`config.mk`:
```
export PLATFORM = sky130hd
export DESIGN_NAME = ff_m_wr_sched
export DESIGN_NICKNAME = d
export VERILOG_FILES = /design/src/rtl/ff_m_wr_sched.sv
export SDC_FILE = /design/constraint.sdc
export NUM_CORES = 1
export LEC_CHECK = 0
export CAP_MARGIN = 0
export CORE_ASPECT_RATIO = 1.2
export CORE_MARGIN = 2
export CORE_UTILIZATION = 30
export DETAILED_ROUTE_END_ITERATION = 12
export GPL_ROUTABILITY_DRIVEN = 1
export PLACE_DENSITY = 0.49
export SLEW_MARGIN = 5
export SYNTH_ARGS = -nofsm -noshare
export SYNTH_HDL_FRONTEND = slang
export SYNTH_SLANG_ARGS = --single-unit
```
`constraint.sdc`:
```
create_clock -name clk -period 4.2 [get_ports clk]
set_input_delay 0.63 -clock clk [delete_from_list [all_inputs] [get_ports clk]]
set_output_delay 0.63 -clock clk [all_outputs]
set_load 0.005 [all_outputs]
```
`src/rtl/ff_m_wr_sched.sv`:
```
// Two-port write scheduler: queues client writes and issues up to two per cycle
// to a flop array, merging the two head entries when they target the same address.
module ff_m_wr_sched #(
    parameter int WIDTH     = 4,
    parameter int BITADDR   = 5,
    parameter int FIFODEPTH = 4
) (
    input  logic                         clk,
    input  logic                         rst,
    input  logic                         in_vld,
    output logic                         in_rdy,
    input  logic [BITADDR-1:0]           in_adr,
    input  logic [WIDTH-1:0]             in_din,
    input  logic [WIDTH-1:0]             in_bw,
    input  logic                         hold,
    output logic [1:0]                   write,
    output logic [2*BITADDR-1:0]         wr_adr,
    output logic [2*WIDTH-1:0]           din,
    output logic [2*WIDTH-1:0]           bw,
    output logic [$clog2(FIFODEPTH):0]   count
);

    localparam int PW = $clog2(FIFODEPTH);
    localparam int CW = PW + 1;

    logic [BITADDR-1:0] adr_mem_q [FIFODEPTH];
    logic [WIDTH-1:0]   din_mem_q [FIFODEPTH];
    logic [WIDTH-1:0]   bw_mem_q  [FIFODEPTH];

    logic [PW-1:0]        wr_ptr_q, wr_ptr_d;
    logic [PW-1:0]        rd_ptr_q, rd_ptr_d;
    logic [CW-1:0]        count_q, count_d;
    logic [1:0]           write_q, write_d;
    logic [2*BITADDR-1:0] wr_adr_q, wr_adr_d;
    logic [2*WIDTH-1:0]   din_q, din_d;
    logic [2*WIDTH-1:0]   bw_q, bw_d;

    logic                 push;
    logic [1:0]           pops;
    logic [PW-1:0]        e1_idx;
    logic [BITADDR-1:0]   adr0, adr1;
    logic [WIDTH-1:0]     din0, din1, bw0, bw1;

    // Ready looks only at the registered count, never at this cycle's pops.
    assign in_rdy = (count_q < CW'(FIFODEPTH)) && !rst;
    assign push   = in_vld && in_rdy;

    assign e1_idx = rd_ptr_q + PW'(1);
    assign adr0   = adr_mem_q[rd_ptr_q];
    assign din0   = din_mem_q[rd_ptr_q];
    assign bw0    = bw_mem_q[rd_ptr_q];
    assign adr1   = adr_mem_q[e1_idx];
    assign din1   = din_mem_q[e1_idx];
    assign bw1    = bw_mem_q[e1_idx];

    always_ff @(posedge clk) begin
        if (push) begin
            adr_mem_q[wr_ptr_q] <= in_adr;
            din_mem_q[wr_ptr_q] <= in_din;
            bw_mem_q[wr_ptr_q]  <= in_bw;
        end
    end

    always_comb begin
        write_d  = 2'b00;
        wr_adr_d = '0;
        din_d    = '0;
        bw_d     = '0;
        pops     = 2'd0;
        if (!hold) begin
            if (count_q == CW'(1)) begin
                write_d                  = 2'b01;
                wr_adr_d[0 +: BITADDR]   = adr0;
                din_d[0 +: WIDTH]        = din0;
                bw_d[0 +: WIDTH]         = bw0;
                pops                     = 2'd1;
            end else if (count_q >= CW'(2)) begin
                pops = 2'd2;
                if (adr0 == adr1) begin
                    // Younger entry wins on overlapping enabled bits.
                    write_d                = 2'b01;
                    wr_adr_d[0 +: BITADDR] = adr0;
                    din_d[0 +: WIDTH]      = (din1 & bw1) | (din0 & bw0 & ~bw1);
                    bw_d[0 +: WIDTH]       = bw0 | bw1;
                end else begin
                    write_d                      = 2'b11;
                    wr_adr_d[0 +: BITADDR]       = adr0;
                    wr_adr_d[BITADDR +: BITADDR] = adr1;
                    din_d[0 +: WIDTH]            = din0;
                    din_d[WIDTH +: WIDTH]        = din1;
                    bw_d[0 +: WIDTH]             = bw0;
                    bw_d[WIDTH +: WIDTH]         = bw1;
                end
            end
        end
        rd_ptr_d = rd_ptr_q + PW'(pops);
        wr_ptr_d = wr_ptr_q + PW'(push);
        count_d  = count_q + CW'(push) - CW'(pops);
    end

    always_ff @(posedge clk) begin
        if (rst) begin
            wr_ptr_q <= '0;
            rd_ptr_q <= '0;
            count_q  <= '0;
            write_q  <= 2'b00;
            wr_adr_q <= '0;
            din_q    <= '0;
            bw_q     <= '0;
        end else begin
            wr_ptr_q <= wr_ptr_d;
            rd_ptr_q <= rd_ptr_d;
            count_q  <= count_d;
            write_q  <= write_d;
            wr_adr_q <= wr_adr_d;
            din_q    <= din_d;
            bw_q     <= bw_d;
        end
    end

    assign write  = write_q;
    assign wr_adr = wr_adr_q;
    assign din    = din_q;
    assign bw     = bw_q;
    assign count  = count_q;

endmodule
```
-- Yosys cells after proc, flatten, opt, wreduce, memory -nomap -nowiden
Memories as Yosys holds them, arrays and structs flattened. A register that Yosys moved wholly into a read port is not among the register bits.
Index checks and enable logic that the tools add are counted.
- register bits: 35
- memory bits (writable): 52
- bits of input ports: 17
- output and inout port bits: 32
- logic and storage cells: 55
- memories kept: 3
- memories (memory ; depth ; bits a word ; rd ports ; clocked after Yosys merged registers in ; write ports ; line ; RTL):
    adr_mem_q ; 4 ; 5 ; 2 ; 1 ; 1 ; 26 ; logic [BITADDR-1:0] adr_mem_q [FIFODEPTH];
    bw_mem_q ; 4 ; 4 ; 2 ; 1 ; 1 ; 28 ; logic [WIDTH-1:0] bw_mem_q [FIFODEPTH];
    din_mem_q ; 4 ; 4 ; 2 ; 1 ; 1 ; 27 ; logic [WIDTH-1:0] din_mem_q [FIFODEPTH];
- $add $sub $neg: 5
- order comparisons: 2
- eq/ne operators: 2
- multiplexer cells: 19
- bitwise gates (word level): 7
- reduce and logical (&&, ||, !) cells: 6
- operators with widths (cell ; count):
    4-bit two-way mux ; 6
    2-bit two-way mux ; 7
    4-bit bitwise AND ; 3
    5-bit two-way mux ; 2
    4-bit bitwise OR ; 2
    5-bit equality test ; 1
    5-bit OR reduction ; 1
    1-bit two-way mux ; 4
    4-bit inverter ; 1
    4-bit OR reduction ; 1
    3-bit by 1-bit adder with 3-bit output ; 1
    3-bit by 1-bit equality test with 1-bit output, second input constant ; 1
    3-bit by 2-bit greater-or-equal comparator with 1-bit output, second input constant ; 1
    3-bit less-than comparator, second input constant ; 1
    3-bit by 2-bit subtractor with 3-bit output ; 1
    2-bit by 1-bit adder with 2-bit output ; 1
    2-bit by 1-bit adder with 2-bit output, second input constant ; 1
    2-bit adder ; 1
    1-bit logical AND ; 2
    2-bit OR reduction ; 1
    1-bit logical NOT ; 1
    1-bit inverter ; 1

-- Logic depth before layout (Yosys ltp)
An unclocked memory read counts as a cell.
- depth after elaboration: 8
- mapped depth: 10
- gate-level depth less buffers: 9

-- Worst setup path before layout
Ideal clock, no wire load.
- path kind: input-to-reg
- from: input rst
- to: memory adr_mem_q[2][0] (enable)
- arrival: 2073 ps
- required time: 3798 ps
- path slack: 1725 ps
- cell stages on the path: 4
- cell sequence: buf_6 > nor2_1 > nand2_1 > nor3b_1
- word-level cells in the longest chain between the ends: 5
- RTL lines (what ; line ; RTL):
    start: declaration ; 9 ; input logic rst,
    1-bit logical NOT ; 45 ; assign in_rdy = (count_q < CW'(FIFODEPTH)) && !rst;
    1-bit logical AND ; 45 ;
    via in_rdy ; 11 ; output logic in_rdy,
    1-bit logical AND ; 46 ; assign push = in_vld && in_rdy;
    1-bit two-way mux ; 57 ; if (push) begin
    1-bit two-way mux (implied by the code) ; 58 ; adr_mem_q[wr_ptr_q] <= in_adr;
    end: declaration ; 26 ;
The timed path passes the listed nets, and every way through them passes these cells.

-- Worst setup path in the final report
- from: input rst
- to: output in_rdy
- word-level cells in the longest chain between the ends: 2
- RTL lines (what ; line):
    1-bit logical NOT ; 45
    1-bit logical AND ; 45
    end: declaration ; 11
Every way passes these cells.

==> impl_metrics.yaml <==
setup_path:
  cp_cell_sequence: "clkdlybuf4s50_1 -> nor2_1 -> clkdlybuf4s50_1"
  crit_path_frequent_cell: "sky130_fd_sc_hd__clkdlybuf4s50_1"
  regToRegEndpoint: "count[2]$_SDFF_PP0_"
  path_buf_inv: 2
  cp-startpoint: "rst"
  reg2reg_depth: 9
  critPathArrivalTime_ns: 1.92
  timing.critical_path.depth: 3
  max_stage_delay_ns: 0.57
  worst-path-max-fanout: 10
  cpLargestDelayFamily: "buffers and inverters"
  r2r_start: "count[2]$_SDFF_PP0_"
  critPathRequiredTime_ns: 3.57
  worst_setup_path_start_kind: "input port"
  criticalPathCategory: "in2out"
  cpMaxStageDelayCell: "sky130_fd_sc_hd__clkdlybuf4s50_1"
  worst_setup_path_endpoint: "in_rdy"
  kind_of_capture_point_of_the_worst_setup_path: "primary output"
  reg2reg_setup_slack_ns: 1.96
placed_design:
  port_buffers: 48
  placement.setup.worst_slack_ns: 1.38
  hpwl_um: 5720
  gp_congestion: 0.789
  cell_area_reported_after_detailed_placement_sq_um: 4490
  dpl.cell_count: 494
yosys:
  synth.yosys.warnings: 0
  cells_taking_the_most_area_after_synthesis: "sky130_fd_sc_hd__edfxtp_1, sky130_fd_sc_hd__dfxtp_1, sky130_fd_sc_hd__mux4_2, sky130_fd_sc_hd__mux2i_1, sky130_fd_sc_hd__xnor2_1"
  list_of_most_frequent_post_synthesis_cells: "sky130_fd_sc_hd__edfxtp_1, sky130_fd_sc_hd__dfxtp_1, sky130_fd_sc_hd__nor2_1, sky130_fd_sc_hd__mux2i_1, sky130_fd_sc_hd__nand2_1"
  number_of_flops_mapped_to_enable_cells_by_yosys: 52
  netlist_area_sq_um: 3850
  syn_inst: 287
  synth_top_area_share_pct: 40.6
  synth.yosys.seq_area_share_pct: 58.8
  netlist.top_cell.by_area: "sky130_fd_sc_hd__edfxtp_1"
  async_flop_share_pct: 0
  avgSynthCellArea_sq_um: 13.4
  synthesis.nets: 308
  yosys_register_bits: 87
  number_of_distinct_library_cells_after_synthesis: 48
  synth_top_flop_cell: "sky130_fd_sc_hd__edfxtp_1"
  synth_most_common_cell: "sky130_fd_sc_hd__edfxtp_1"
timing:
  unrepaired_setup_endpoints_after_global_routing: "no"
  tns_ns: 0
  period_share_pct: 60.8
  finalMaxSlewViolations: 0
  finalCriticalPeriod_ns: 2.55
  slew_headroom_pct: 51.1
  finalHoldViolations: 0
  fin_ws_ns: 1.65
  fin_worst_skew_ns: 0.00685
  timing.final.setup_violations: 0
  fmaxAchievable_ghz: 0.392
  tightest_slew_ns: 0.733
die:
  fp-row-count: 45
  fp.dieW_um: 107
  floorplan.initialDensity_pct: 30.5
  io-pin-count: 49
  core_sq_um: 12600
  die_area_sq_um: 13800
  die-height_um: 128
routing:
  antenna_violating_nets_post_route: 0
  wirelength_um: 8100
  routedWlPerCell_um: 15.9
  drt_pre_antenna_iters: 4
  detail_route.vias_per_cell: 4.57
  initialDrtViolationCount: 85
  detail_route.drc_violations: 0
  vias: 2329
global_routing:
  grt_start_max_net_pins: 34
  first_global_vias: 2308
  grt_pass1_wl_um: 12700
  antenna_violations_before_repair: 0
  globalRouteOverflowTotal: 0
  overall_routing_resource_usage_pct: 12.6
layout:
  fillerInstances: 1212
  postLayoutCellArea_sq_um: 4790
  layout_cell_share_with_drive_strength_beyond_1_pct: 15.0
  finish.net_count: 362
  fin_cells: 510
  flow.area_growth_from_synthesis_pct: 24.5
  number_of_diodes: 0
pwr:
  clock_power_share_pct: 31.9
  comb_power_share_pct: 25.8
  power.internal_w: 0.00177
  switching_portion_of_total_power_pct: 28.3
  total_switching_power_w: 0.000698
  vdd_drop_max_mv: 0.173
  static-leakage-power_nw: 1.65
  totalPowerFinal_w: 0.00247
  p_seq_share_pct: 42.4
  power_density_nw_per_um2: 515
cts:
  worstSkewPairLatency_ns: 0.33
  tritoncts_num_sinks: 87
  cts_setup_buffers: 0
  postCtsResizedCells: 0
  max-clock-path-buffers: 2
  cts_tree: "yes"
  tritoncts.num_buffers: 9
  holdBufCountCts: 0
  clkTransAtPathRegs_ns: 0.06
  clock_tree.root_cell: "sky130_fd_sc_hd__clkbuf_16"
  htreeDepth: 3
status:
  run_status: "complete, no violations"
job:
  timing.max_cap.violations: 0
min_path:
  timing.hold.worst.start: "wr_ptr_q[1]$_SDFF_PP0_"
  hp-class: "reg2reg"
==> stage by stage <==
stage	hold slack [ns]	util [%]
after floorplan	0.533	-
after global placement	0.578	35.6
after detailed placement	0.572	35.6
after CTS	0.595	38.0
after global routing	0.618	38.0
final	0.592	38.0
==> metal layers <==
metal / vias up / GRT usage (%) / routed length, um
met3: 9 / 2.69 / 259
met1: 1126 / 16.4 / 3650
li1: 1157 / - / -
met5: - / 0 / 0
met4: 0 / 4.98 / 141
met2: 37 / 20.6 / 4050
==> registers in the layout (all words and copies together), names as in the netlist <==
name,flops
adr_mem_q,20
bw,8
bw_mem_q,16
count,3
din,8
din_mem_q,16
rd_ptr_q,2
wr_adr,10
wr_ptr_q,2
write,2
==> power by group through the flow <==
stage	registers (W)	clock network [W]	logic, W
3_5_place_dp	0.00107	0	0.000645
5_1_grt	0.00106	0.000846	0.000700
6_report	0.00104	0.000786	0.000635
4_1_cts	0.00105	0.000810	0.000648
2_1_floorplan	0.00104	0	0.000456
3_3_place_gp	0.00107	0	0.000643
==> cell type report <==
class,instances,area (sq um),area share (%)
clock buffers,13,280,5.85
clock inverters,3,23.8,0.496
inverters,8,30.0,0.627
multi-input cells,181,1460,30.5
flip-flops and latches,87,2260,47.3
well taps,164,205,4.28
repair buffers,54,526,11.0
==> cells in the final DEF, fill, tap and decap left out, types with 2 or more instances in the layout <==
cell and n:
sky130_fd_sc_hd__o211ai_1 5, sky130_fd_sc_hd__clkdlybuf4s50_1 48, sky130_fd_sc_hd__o41ai_2 2, sky130_fd_sc_hd__o21ai_0 8, sky130_fd_sc_hd__mux2i_1 16, sky130_fd_sc_hd__mux4_1 2
sky130_fd_sc_hd__nor2b_1 5, sky130_fd_sc_hd__and2b_1 2, sky130_fd_sc_hd__nor3_1 3, sky130_fd_sc_hd__and2_1 6, sky130_fd_sc_hd__xnor2_1 12, sky130_fd_sc_hd__mux2_2 3
sky130_fd_sc_hd__clkbuf_8 4, sky130_fd_sc_hd__nor2b_2 2, sky130_fd_sc_hd__buf_4 6, sky130_fd_sc_hd__a21oi_2 3, sky130_fd_sc_hd__o21ai_1 9, sky130_fd_sc_hd__nand2_1 15
sky130_fd_sc_hd__clkinvlp_4 2, sky130_fd_sc_hd__nand2_2 2, sky130_fd_sc_hd__dfxtp_2 2, sky130_fd_sc_hd__mux2_1 5, sky130_fd_sc_hd__dfxtp_1 33, sky130_fd_sc_hd__clkbuf_16 9
sky130_fd_sc_hd__a21oi_1 6, sky130_fd_sc_hd__and3_1 10, sky130_fd_sc_hd__mux4_2 8, sky130_fd_sc_hd__ha_1 3, sky130_fd_sc_hd__a2bb2oi_1 2, sky130_fd_sc_hd__nor2_1 25
sky130_fd_sc_hd__edfxtp_1 52, sky130_fd_sc_hd__inv_1 7, sky130_fd_sc_hd__xor2_1 10
==> worst register-to-register path: stages, from the launching register on <==
cell,delay (ns)
sky130_fd_sc_hd__dfxtp_1,0.35
sky130_fd_sc_hd__or2_1,0.27
sky130_fd_sc_hd__nor3b_1,0.40
sky130_fd_sc_hd__xnor2_1,0.17
sky130_fd_sc_hd__ha_1,0.16
sky130_fd_sc_hd__inv_1,0.04
sky130_fd_sc_hd__fa_1,0.37
sky130_fd_sc_hd__xor2_1,0.17
sky130_fd_sc_hd__xnor2_1,0.13
sky130_fd_sc_hd__nor2_1,0.05
==> cell families after synthesis <==
group / count (synthesis) / synth area share, %
flops: 87 / 58.8
simple gates: 78 / 10.3
compound gates: 43 / 8.35
mux: 34 / 12.5
xor+xnor: 22 / 5.00
buf+inv: 19 / 3.51
fa+ha+maj: 4 / 1.50
==> worst min-delay path by stage <==
stage,to,slack [ns],cells past startpoint
2_1_floorplan,wr_ptr_q[1]$_SDFF_PP0_,0.53,2
3_3_place_gp,wr_ptr_q[1]$_SDFF_PP0_,0.58,2
3_5_place_dp,wr_ptr_q[1]$_SDFF_PP0_,0.57,2
4_1_cts,wr_ptr_q[1]$_SDFF_PP0_,0.59,2
5_1_grt,wr_ptr_q[1]$_SDFF_PP0_,0.62,2
6_report,wr_ptr_q[1]$_SDFF_PP0_,0.59,2
No activity file was read; power rests on OpenSTA's default activity.
